`config.mk`:
```
export PLATFORM = sky130hd
export DESIGN_NAME = spi_slave_param
export DESIGN_NICKNAME = d
export VERILOG_FILES = /design/src/rtl/spi_slave_pkg.sv /design/src/rtl/spi_shifter.sv /design/src/rtl/spi_slave_param.sv
export SDC_FILE = /design/constraint.sdc
export NUM_CORES = 1
export LEC_CHECK = 0
export ABC_AREA = 0
export CORE_UTILIZATION = 37
export CTS_BUF_LIST = sky130_fd_sc_hd__clkbuf_8 sky130_fd_sc_hd__clkbuf_16
export DETAILED_ROUTE_END_ITERATION = 16
export DONT_BUFFER_PORTS = 1
export PLACE_DENSITY_LB_ADDON = 0.08
export SYNTH_ARGS = -nofsm -noshare
export SYNTH_HDL_FRONTEND = slang
export SYNTH_HIERARCHICAL = 1
export SYNTH_SLANG_ARGS = --single-unit
```
`constraint.sdc`:
```
create_clock -name clk -period 2.5 [get_ports clk]
set_input_delay 0.25 -clock clk [delete_from_list [all_inputs] [get_ports clk]]
set_output_delay 0.25 -clock clk [all_outputs]
set_load 0.03 [all_outputs]
```
`src/rtl/spi_slave_pkg.sv`:
```
// Shared types and constants for the SPI slave.
package spi_slave_pkg;

  localparam int unsigned STATE_W = 3;
  localparam int unsigned CMD_W   = 2;

  typedef enum logic [STATE_W-1:0] {
    ST_IDLE      = 3'd0,
    ST_CHK_CMD   = 3'd1,
    ST_WRITE     = 3'd2,
    ST_READ_ADD  = 3'd3,
    ST_READ_DATA = 3'd4,
    ST_TX_WAIT   = 3'd5,
    ST_TX_SHIFT  = 3'd6
  } state_e;

  // Command field carried in the top two bits of every received frame.
  localparam logic [CMD_W-1:0] CMD_WR_ADDR = 2'b00;
  localparam logic [CMD_W-1:0] CMD_WR_DATA = 2'b01;
  localparam logic [CMD_W-1:0] CMD_RD_ADDR = 2'b10;
  localparam logic [CMD_W-1:0] CMD_RD_DATA = 2'b11;

endpackage

```
`src/rtl/spi_shifter.sv`:
```
// Bidirectional-use shift register: serial-in/parallel-out and parallel-in/serial-out.
module spi_shifter #(
  parameter int unsigned W         = 10,
  parameter bit          MSB_FIRST = 1'b1
) (
  input  logic         clk,
  input  logic         rst,
  input  logic         load,
  input  logic         shift,
  input  logic         ser_in,
  input  logic [W-1:0] par_in,
  output logic [W-1:0] par_out,
  output logic         ser_out
);

  logic [W-1:0] q;

  // Parallel load has priority over shifting; direction follows bit order.
  always_ff @(posedge clk) begin
    if (rst) begin
      q <= '0;
    end else if (load) begin
      q <= par_in;
    end else if (shift) begin
      q <= MSB_FIRST ? {q[W-2:0], ser_in} : {ser_in, q[W-1:1]};
    end
  end

  assign par_out = q;
  assign ser_out = MSB_FIRST ? q[W-1] : q[0];

endmodule

```
`src/rtl/spi_slave_param.sv`:
```
// SPI slave sampled on the system clock: command select, framed receive, buffered transmit.
module spi_slave_param
  import spi_slave_pkg::*;
#(
  parameter int unsigned DATA_W    = 8,
  parameter bit          MSB_FIRST = 1'b1
) (
  input  logic              clk,
  input  logic              rst,
  input  logic              SS_n,
  input  logic              MOSI,
  input  logic              tx_valid,
  input  logic [DATA_W-1:0] tx_data,
  output logic              MISO,
  output logic              tx_ready,
  output logic              rx_valid,
  output logic [DATA_W+1:0] rx_data,
  output logic              frame_err
);

  localparam int unsigned FRAME_W = DATA_W + 2;
  localparam int unsigned CNT_W   = $clog2(FRAME_W);
  localparam logic [CNT_W-1:0] FRAME_LAST = CNT_W'(FRAME_W - 1);
  localparam logic [CNT_W-1:0] TX_LAST    = CNT_W'(DATA_W - 1);

  state_e             state, state_nxt;
  logic [CNT_W-1:0]   cnt, cnt_nxt;
  logic               rd_addr_seen, rd_addr_seen_nxt;
  logic               sh_load, sh_shift, sh_ser_out;
  logic [FRAME_W-1:0] sh_par_in, sh_q, rx_frame;
  logic               miso_nxt, rx_valid_nxt, frame_err_nxt, rx_upd;
  logic               tx_head;

  spi_shifter #(.W(FRAME_W), .MSB_FIRST(MSB_FIRST)) u_shifter (
    .clk     (clk),
    .rst     (rst),
    .load    (sh_load),
    .shift   (sh_shift),
    .ser_in  (MOSI),
    .par_in  (sh_par_in),
    .par_out (sh_q),
    .ser_out (sh_ser_out)
  );

  // The first tx bit goes straight to MISO at capture, so the shifter is loaded one position ahead.
  assign tx_head   = MSB_FIRST ? tx_data[DATA_W-1] : tx_data[0];
  assign sh_par_in = MSB_FIRST ? {tx_data[DATA_W-2:0], 3'b000} : {3'b000, tx_data[DATA_W-1:1]};
  assign rx_frame  = MSB_FIRST ? {sh_q[FRAME_W-2:0], MOSI} : {MOSI, sh_q[FRAME_W-1:1]};

  // Next-state, counter and output decode.
  always_comb begin
    state_nxt        = state;
    cnt_nxt          = cnt;
    rd_addr_seen_nxt = rd_addr_seen;
    sh_load          = 1'b0;
    sh_shift         = 1'b0;
    miso_nxt         = 1'b0;
    rx_valid_nxt     = 1'b0;
    frame_err_nxt    = 1'b0;
    rx_upd           = 1'b0;
    case (state)
      ST_IDLE: begin
        cnt_nxt = '0;
        if (!SS_n) state_nxt = ST_CHK_CMD;
      end
      ST_CHK_CMD: begin
        cnt_nxt = '0;
        if (SS_n) begin
          state_nxt     = ST_IDLE;
          frame_err_nxt = 1'b1;
        end else if (!MOSI) begin
          state_nxt = ST_WRITE;
        end else if (rd_addr_seen) begin
          state_nxt = ST_READ_DATA;
        end else begin
          state_nxt = ST_READ_ADD;
        end
      end
      ST_WRITE, ST_READ_ADD, ST_READ_DATA: begin
        if (cnt == FRAME_LAST) begin
          // The last bit completes the frame even if SS_n rises on the same edge.
          sh_shift     = 1'b1;
          rx_upd       = 1'b1;
          rx_valid_nxt = 1'b1;
          cnt_nxt      = '0;
          state_nxt    = ST_IDLE;
          if (state == ST_READ_ADD) rd_addr_seen_nxt = 1'b1;
          if (state == ST_READ_DATA) begin
            rd_addr_seen_nxt = 1'b0;
            if (!SS_n) state_nxt = ST_TX_WAIT;
          end
        end else if (SS_n) begin
          state_nxt     = ST_IDLE;
          frame_err_nxt = 1'b1;
        end else begin
          sh_shift = 1'b1;
          cnt_nxt  = cnt + CNT_W'(1);
        end
      end
      ST_TX_WAIT: begin
        cnt_nxt = '0;
        if (SS_n) begin
          state_nxt     = ST_IDLE;
          frame_err_nxt = 1'b1;
        end else if (tx_valid) begin
          sh_load   = 1'b1;
          miso_nxt  = tx_head;
          state_nxt = ST_TX_SHIFT;
        end
      end
      ST_TX_SHIFT: begin
        if (cnt == TX_LAST) begin
          state_nxt = ST_IDLE;
          cnt_nxt   = '0;
        end else if (SS_n) begin
          state_nxt     = ST_IDLE;
          frame_err_nxt = 1'b1;
          cnt_nxt       = '0;
        end else begin
          miso_nxt = sh_ser_out;
          sh_shift = 1'b1;
          cnt_nxt  = cnt + CNT_W'(1);
        end
      end
      default: begin
        state_nxt = ST_IDLE;
        cnt_nxt   = '0;
      end
    endcase
  end

  // State, counter and registered outputs.
  always_ff @(posedge clk) begin
    if (rst) begin
      state        <= ST_IDLE;
      cnt          <= '0;
      rd_addr_seen <= 1'b0;
      MISO         <= 1'b0;
      tx_ready     <= 1'b0;
      rx_valid     <= 1'b0;
      frame_err    <= 1'b0;
      rx_data      <= '0;
    end else begin
      state        <= state_nxt;
      cnt          <= cnt_nxt;
      rd_addr_seen <= rd_addr_seen_nxt;
      MISO         <= miso_nxt;
      tx_ready     <= (state_nxt == ST_TX_WAIT);
      rx_valid     <= rx_valid_nxt;
      frame_err    <= frame_err_nxt;
      if (rx_upd) rx_data <= rx_frame;
    end
  end

endmodule

```
==> out/qor.csv, run 1 <==
stage,metric,value,unit
min_path,WHS Path Cells,1,
placed_design,post-DP HPWL,2140,um
floorplanning,Die Ht,67.2,um
pwr,Leak,0.695,nW
routing,starting DRC count in detailed routing,52,
logic_synthesis,synth warn,6,
sta,RSZ-0062 raised after global routing,no,
global_routing,grt ovf,0,
min_path,Hold WC Path Type,primary input to flop,
sta,count of final setup violators,0,
layout,layout cells sized above 1,0.118,
clock_network,post_cts resized,0,
run,max cap viols,0,
sta,setup TNS,0,ps
routing,DRT Pass-1 Iters,4,
clock_network,Clock Pin Slew Worst Setup and Hold Paths,70,ps
worst_setup_path,Worst R2R Path Depth,8,
sta,period utilization,0.778,
clock_network,clk_lat worst skew,280,ps
worst_setup_path,crit end category,flop,
global_routing,GRT Util Overall,0.161,
worst_setup_path,CP Max Fanout,10,
floorplanning,row cnt,23,
logic_synthesis,Cells after Synth,166,
sta,Slew HR,0.624,
global_routing,antenna violations before repair,0,
floorplanning,Die Width,67.2,um
sta,worst slew pin tran,563,ps
worst_setup_path,CP Class,flop to flop,
routing,DR WL/cell,14.6,um
routing,vias,1180,
pwr,worst vdd rail ir drop,0.290,mV
clock_network,H-tree Lvls,2,
routing,via density per instance,5.39,
floorplanning,die area,0.00452,mm^2
routing,drc violations,0,
clock_network,cts hold-fix bufs,0,
sta,fmax,514,MHz
global_routing,largest net degree at the start of global routing,28,
placed_design,# port buffers,0,
sta,final hold violations,0,
global_routing,vias in the first global route,1095,
floorplanning,I/O Pins,27,
routing,DR WL met3,179,um
clock_network,Root Buffer,clkbuf_8,
routing,met1 WL,1640,um
layout,antenna cells,0,
global_routing,first-pass GRT wire length,5320,um
sta,Final min period,1940,ps
layout,Area Growth Syn to Fin,11.6,%
clock_network,Max Root-Sink Buffers,2,
sta,Max Transition Viols Final,0,
pwr,PwrDens,612,mW/mm^2
sta,worst hold slack,26.7,ps
clock_network,total CTS buffers,5,
layout,Fillers,391,
floorplanning,Initial Util,0.391,
worst_setup_path,Required @ worst endpoint,2660,ps
sta,clock skew,6.11,ps
worst_setup_path,"Arr. time, crit path",2100,ps
outcome,status,finished clean,
routing,metal2 WL,1330,um
clock_network,CTS tree,done,
routing,Top Layer Used,met4,
clock_network,clock sink count,32,
logic_synthesis,Avg Inst Size Synth,9.48,um^2
clock_network,post-CTS setup buffer count,0,
layout,Total Nets Final,183,
placed_design,Final GP Congestion,0.769,
worst_setup_path,CP Launch Type,flop,
routing,post-route ant nets,0,
logic_synthesis,Post-Syn Area,0.00157,mm^2
floorplanning,core area,0.00403,mm^2
routing,Routed WL,3200,um
## final timing paths
kind / start / endpoint / slack (ps)
min reg2reg: u_shifter/par_out[6]$_SDFFE_PP0P_ / rx_data[7]$_SDFFE_PP0P_ / 530
min: rst / rd_addr_seen$_SDFFE_PP0P_ / 30
max reg2reg: cnt[0]$_SDFFE_PP0N_ / u_shifter/par_out[8]$_SDFFE_PP0P_ / 560
max: cnt[0]$_SDFFE_PP0N_ / u_shifter/par_out[8]$_SDFFE_PP0P_ / 560
## layer usage
| metal | vias to the layer above | global-route usage |
|---|---|---|
| met3 | 7 | 0.0591 |
| met5 | - | 0 |
| met1 | 557 | 0.223 |
| li1 | 592 | - |
| met2 | 24 | 0.219 |
| met4 | 0 | 0.0718 |
## sequential cells by signal (all words and copies together) (netlist names)
name / count
state: 3
rd_addr_seen: 1
cnt: 4
u_shifter/par_out: 10
MISO: 1
rx_valid: 1
tx_ready: 1
rx_data: 10
frame_err: 1
## cell usage in the layout (no fill, tap or decap), drive strengths merged, types with 3 or more instances in the layout
master / count
nand2: 4
clkbuf: 7
nand2b: 3
nor2: 13
o21ai: 6
a31oi: 4
buf: 5
a211oi: 13
conb: 3
mux2i: 20
nor2b: 18
dfxtp: 32
inv: 3
a21oi: 5
## power breakdown
part	internal (mW)	leakage (nW)	total (mW)	switching (mW)
clock network	0.351	0.0645	0.542	0.190
logic	0.00938	0.373	0.0196	0.0102
registers	0.511	0.258	0.513	0.00216
## final cells by class
cell class,count,area [um^2],share of cell area
multi-input combinational,120,875,0.498
sequential,32,641,0.365
clock buffer,7,96.3,0.0548
tap,50,62.6,0.0356
timing repair buffer,5,37.5,0.0214
clock inverter,1,30.0,0.0171
inverter,4,15.0,0.00855
## worst max-delay path: stages, from the launching register on
cell and delay (ps):
dfxtp_1 350, ha_1 230, and3b_1 200, o21ai_0 140, nand2b_1 90, a221oi_2 260
buf_4 250, mux2i_1 220, a211oi_1 90
## stage by stage
step	utilization	setup slack (ps)	instances	cell area (um^2)	total power [mW]
floorplan	-	677	168	1580	0.548
global placement	0.405	573	211	1630	0.544
detailed placement	0.405	545	211	1630	0.544
CTS	0.436	531	219	1760	1.09
global route	0.436	393	219	1760	1.12
finish	0.436	555	219	1760	1.07
(Power assumes the default switching activity.)
==> run 2: changes to the inputs <==
--- a/config.mk
+++ b/config.mk
@@ -5,7 +5,7 @@
 export SDC_FILE = /design/constraint.sdc
 export NUM_CORES = 1
 export LEC_CHECK = 0
-export ABC_AREA = 0
+export ABC_AREA = 1
 export CORE_UTILIZATION = 37
 export CTS_BUF_LIST = sky130_fd_sc_hd__clkbuf_8 sky130_fd_sc_hd__clkbuf_16
 export DETAILED_ROUTE_END_ITERATION = 16
==> constraint.sdc (replaced) <==
create_clock -name clk -period 1.9 [get_ports clk]
set_input_delay 0.19 -clock clk [delete_from_list [all_inputs] [get_ports clk]]
set_output_delay 0.19 -clock clk [all_outputs]
set_load 0.03 [all_outputs]
==> run 2 against run 1 <==
Synthesized cell count grew 42%. Via count up 22%. Global-route usage is 1.2 points higher. Sequential share of layout area fell by 0.71 points. Wire length rose by 9.8%. Clock-buffer cell count decreased by 2. Clock skew down 0.93 ps. Highest routed layer unchanged. Cell count is 38% higher.
==> out/qor.csv, run 2 <==
stage,metric,value,unit
sta,final hold violations,0,
sta,RSZ-0062 raised after global routing,no,
worst_setup_path,CP Launch Type,flop,
global_routing,antenna violations before repair,0,
sta,setup TNS,0,ps
routing,post-route ant nets,0,
placed_design,Post-DP Area,0.00166,mm^2
clock_network,CTS tree,done,
clock_network,Max Root-Sink Buffers,2,
worst_setup_path,crit path buf inv count,4,
placed_design,Final GP Congestion,0.834,
placed_design,setup slack at placement,195,ps
worst_setup_path,"Arr. time, crit path",1930,ps
sta,period utilization,0.918,
outcome,status,finished clean,
layout,Fillers,443,
layout,"commonest non-fill, non-tap cells in the layout","nand2_1, nor2_1, dfxtp_1, nand3_1, inv_1",
pwr,Leak,0.864,nW
routing,starting DRC count in detailed routing,97,
routing,via density per instance,4.76,
floorplanning,Die Ht,67.0,um
sta,final setup margin,156,ps
worst_setup_path,Required @ worst endpoint,2090,ps
global_routing,largest net degree at the start of global routing,15,
floorplanning,core area,0.00403,mm^2
routing,vias,1438,
placed_design,Placed Cells,292,
layout,Area Growth Syn to Fin,14.6,%
routing,Routed WL,3510,um
routing,DR WL/cell,11.6,um
worst_setup_path,CP max-delay cell,dfxtp_1,
global_routing,grt ovf,0,
pwr,PwrDens,774,mW/mm^2
logic_synthesis,Post-Syn Area,0.00156,mm^2
worst_setup_path,cells along the critical path,"inv_1, ha_1, nand3_1, inv_2, o21ai_0, nand2_1, buf_4, nand3_1, nand3_1, nand2_1, inv_1",
routing,DR WL met3,345,um
sta,Max Transition Viols Final,0,
logic_synthesis,Cells after Synth,235,
routing,Top Layer Used,met4,
global_routing,first-pass GRT wire length,5660,um
floorplanning,die area,0.00449,mm^2
floorplanning,row cnt,23,
sta,clock skew,5.18,ps
min_path,Hold WC Path Type,primary input to flop,
global_routing,GRT Util Overall,0.174,
pwr,worst vdd rail ir drop,0.365,mV
routing,DRT Pass-1 Iters,4,
layout,antenna cells,0,
clock_network,total CTS buffers,5,
sta,fmax,573,MHz
placed_design,post-DP HPWL,2560,um
global_routing,vias in the first global route,1188,
clock_network,Root Buffer,clkbuf_8,
floorplanning,I/O Pins,27,
run,max cap viols,0,
routing,drc violations,0,
layout,layout cells sized above 1,0.119,
worst_setup_path,crit end category,flop,
clock_network,clock sink count,32,
sta,Final min period,1740,ps
clock_network,Clock Pin Slew Worst Setup and Hold Paths,70,ps
layout,design area,0.00179,mm^2
worst_setup_path,Worst path max stage delay,350,ps
worst_setup_path,CP Max Fanout,9,
clock_network,H-tree Lvls,2,
sta,count of final setup violators,0,
worst_setup_path,cell family with most CP delay,simple AND/OR/NAND/NOR gates,
placed_design,# port buffers,0,
logic_synthesis,synth warn,6,
floorplanning,Die Width,67.0,um
routing,met1 WL,1680,um
routing,metal2 WL,1400,um
logic_synthesis,Avg Inst Size Synth,6.66,um^2
worst_setup_path,"Top cell by count, worst path",nand3_1,
worst_setup_path,CP Class,flop to flop,
layout,"commonest non-fill, non-tap cell in the layout",nand2_1,
layout,Total Nets Final,266,
clock_network,clk_lat worst skew,280,ps
layout,Post-Layout Cell Count,302,
floorplanning,Initial Util,0.388,
==> run 2: cell count changes in the layout (fill, tap and decap cells not counted), moves of 13 or more <==
| cell | change |
|---|---|
| nand2_1 | +63 |
| nand3_1 | +30 |
| inv_1 | +21 |
| mux2i_1 | -20 |
| nor2_1 | +20 |
| nor2b_1 | -18 |
| a211oi_1 | -13 |
==> run 2: final cells by class <==
type                       count  area, um^2  share of cell area
clock buffer                   5        68.8              0.0384
inverter                      30         113              0.0628
tap                           50        62.6              0.0349
clock inverter                 3        42.5              0.0237
timing repair buffer          10        77.6              0.0433
sequential                    32         641               0.358
multi-input combinational    172         787               0.439
==> run 2: final timing paths <==
| check | cells after the start | startpoint | endpoint | slack [ps] |
|---|---|---|---|---|
| worst max-delay path | 11 | cnt[1]$_SDFFE_PP0N_ | u_shifter/par_out[5]$_SDFFE_PP0P_ | 160 |
| worst min-delay path | 2 | SS_n | frame_err$_SDFF_PP0_ | 40 |
| worst max register to register | 11 | cnt[1]$_SDFFE_PP0N_ | u_shifter/par_out[5]$_SDFFE_PP0P_ | 160 |
| worst min register to register | 2 | rd_addr_seen$_SDFFE_PP0P_ | rd_addr_seen$_SDFFE_PP0P_ | 490 |
==> run 2: power by group <==
| group | switching [mW] | total (mW) | internal (mW) | leakage [nW] |
|---|---|---|---|---|
| combinational | 0.0396 | 0.0588 | 0.0192 | 0.552 |
| sequential | 0.00532 | 0.679 | 0.674 | 0.258 |
| clock | 0.262 | 0.649 | 0.388 | 0.0541 |
| total | 0.306 | 1.39 | 1.08 | 0.864 |
==> run 2: through the flow <==
stage / hold slack [ps] / power, mW / util
finish: 38.0 / 1.39 / 0.445
global route: 30.2 / 1.45 / 0.445
CTS: 28.9 / 1.42 / 0.443
detailed placement: 262 / 0.749 / 0.413
global placement: 261 / 0.749 / 0.413
floorplan: 259 / 0.735 / -
==> run 2: routing by layer <==
layer | track usage | vias to the layer above
met5 | 0 | -
met4 | 0.0718 | 0
met3 | 0.0668 | 6
met2 | 0.224 | 62
met1 | 0.249 | 596
li1 | - | 774
==> run 2: timing repair <==
item / in CTS / in global routing
setup endpoints to repair: 0 / 2
buffers inserted: 0 / 0
hold endpoints to repair: 7 / 0
gates resized for setup: 0 / 0
hold buffers: 1 / 0
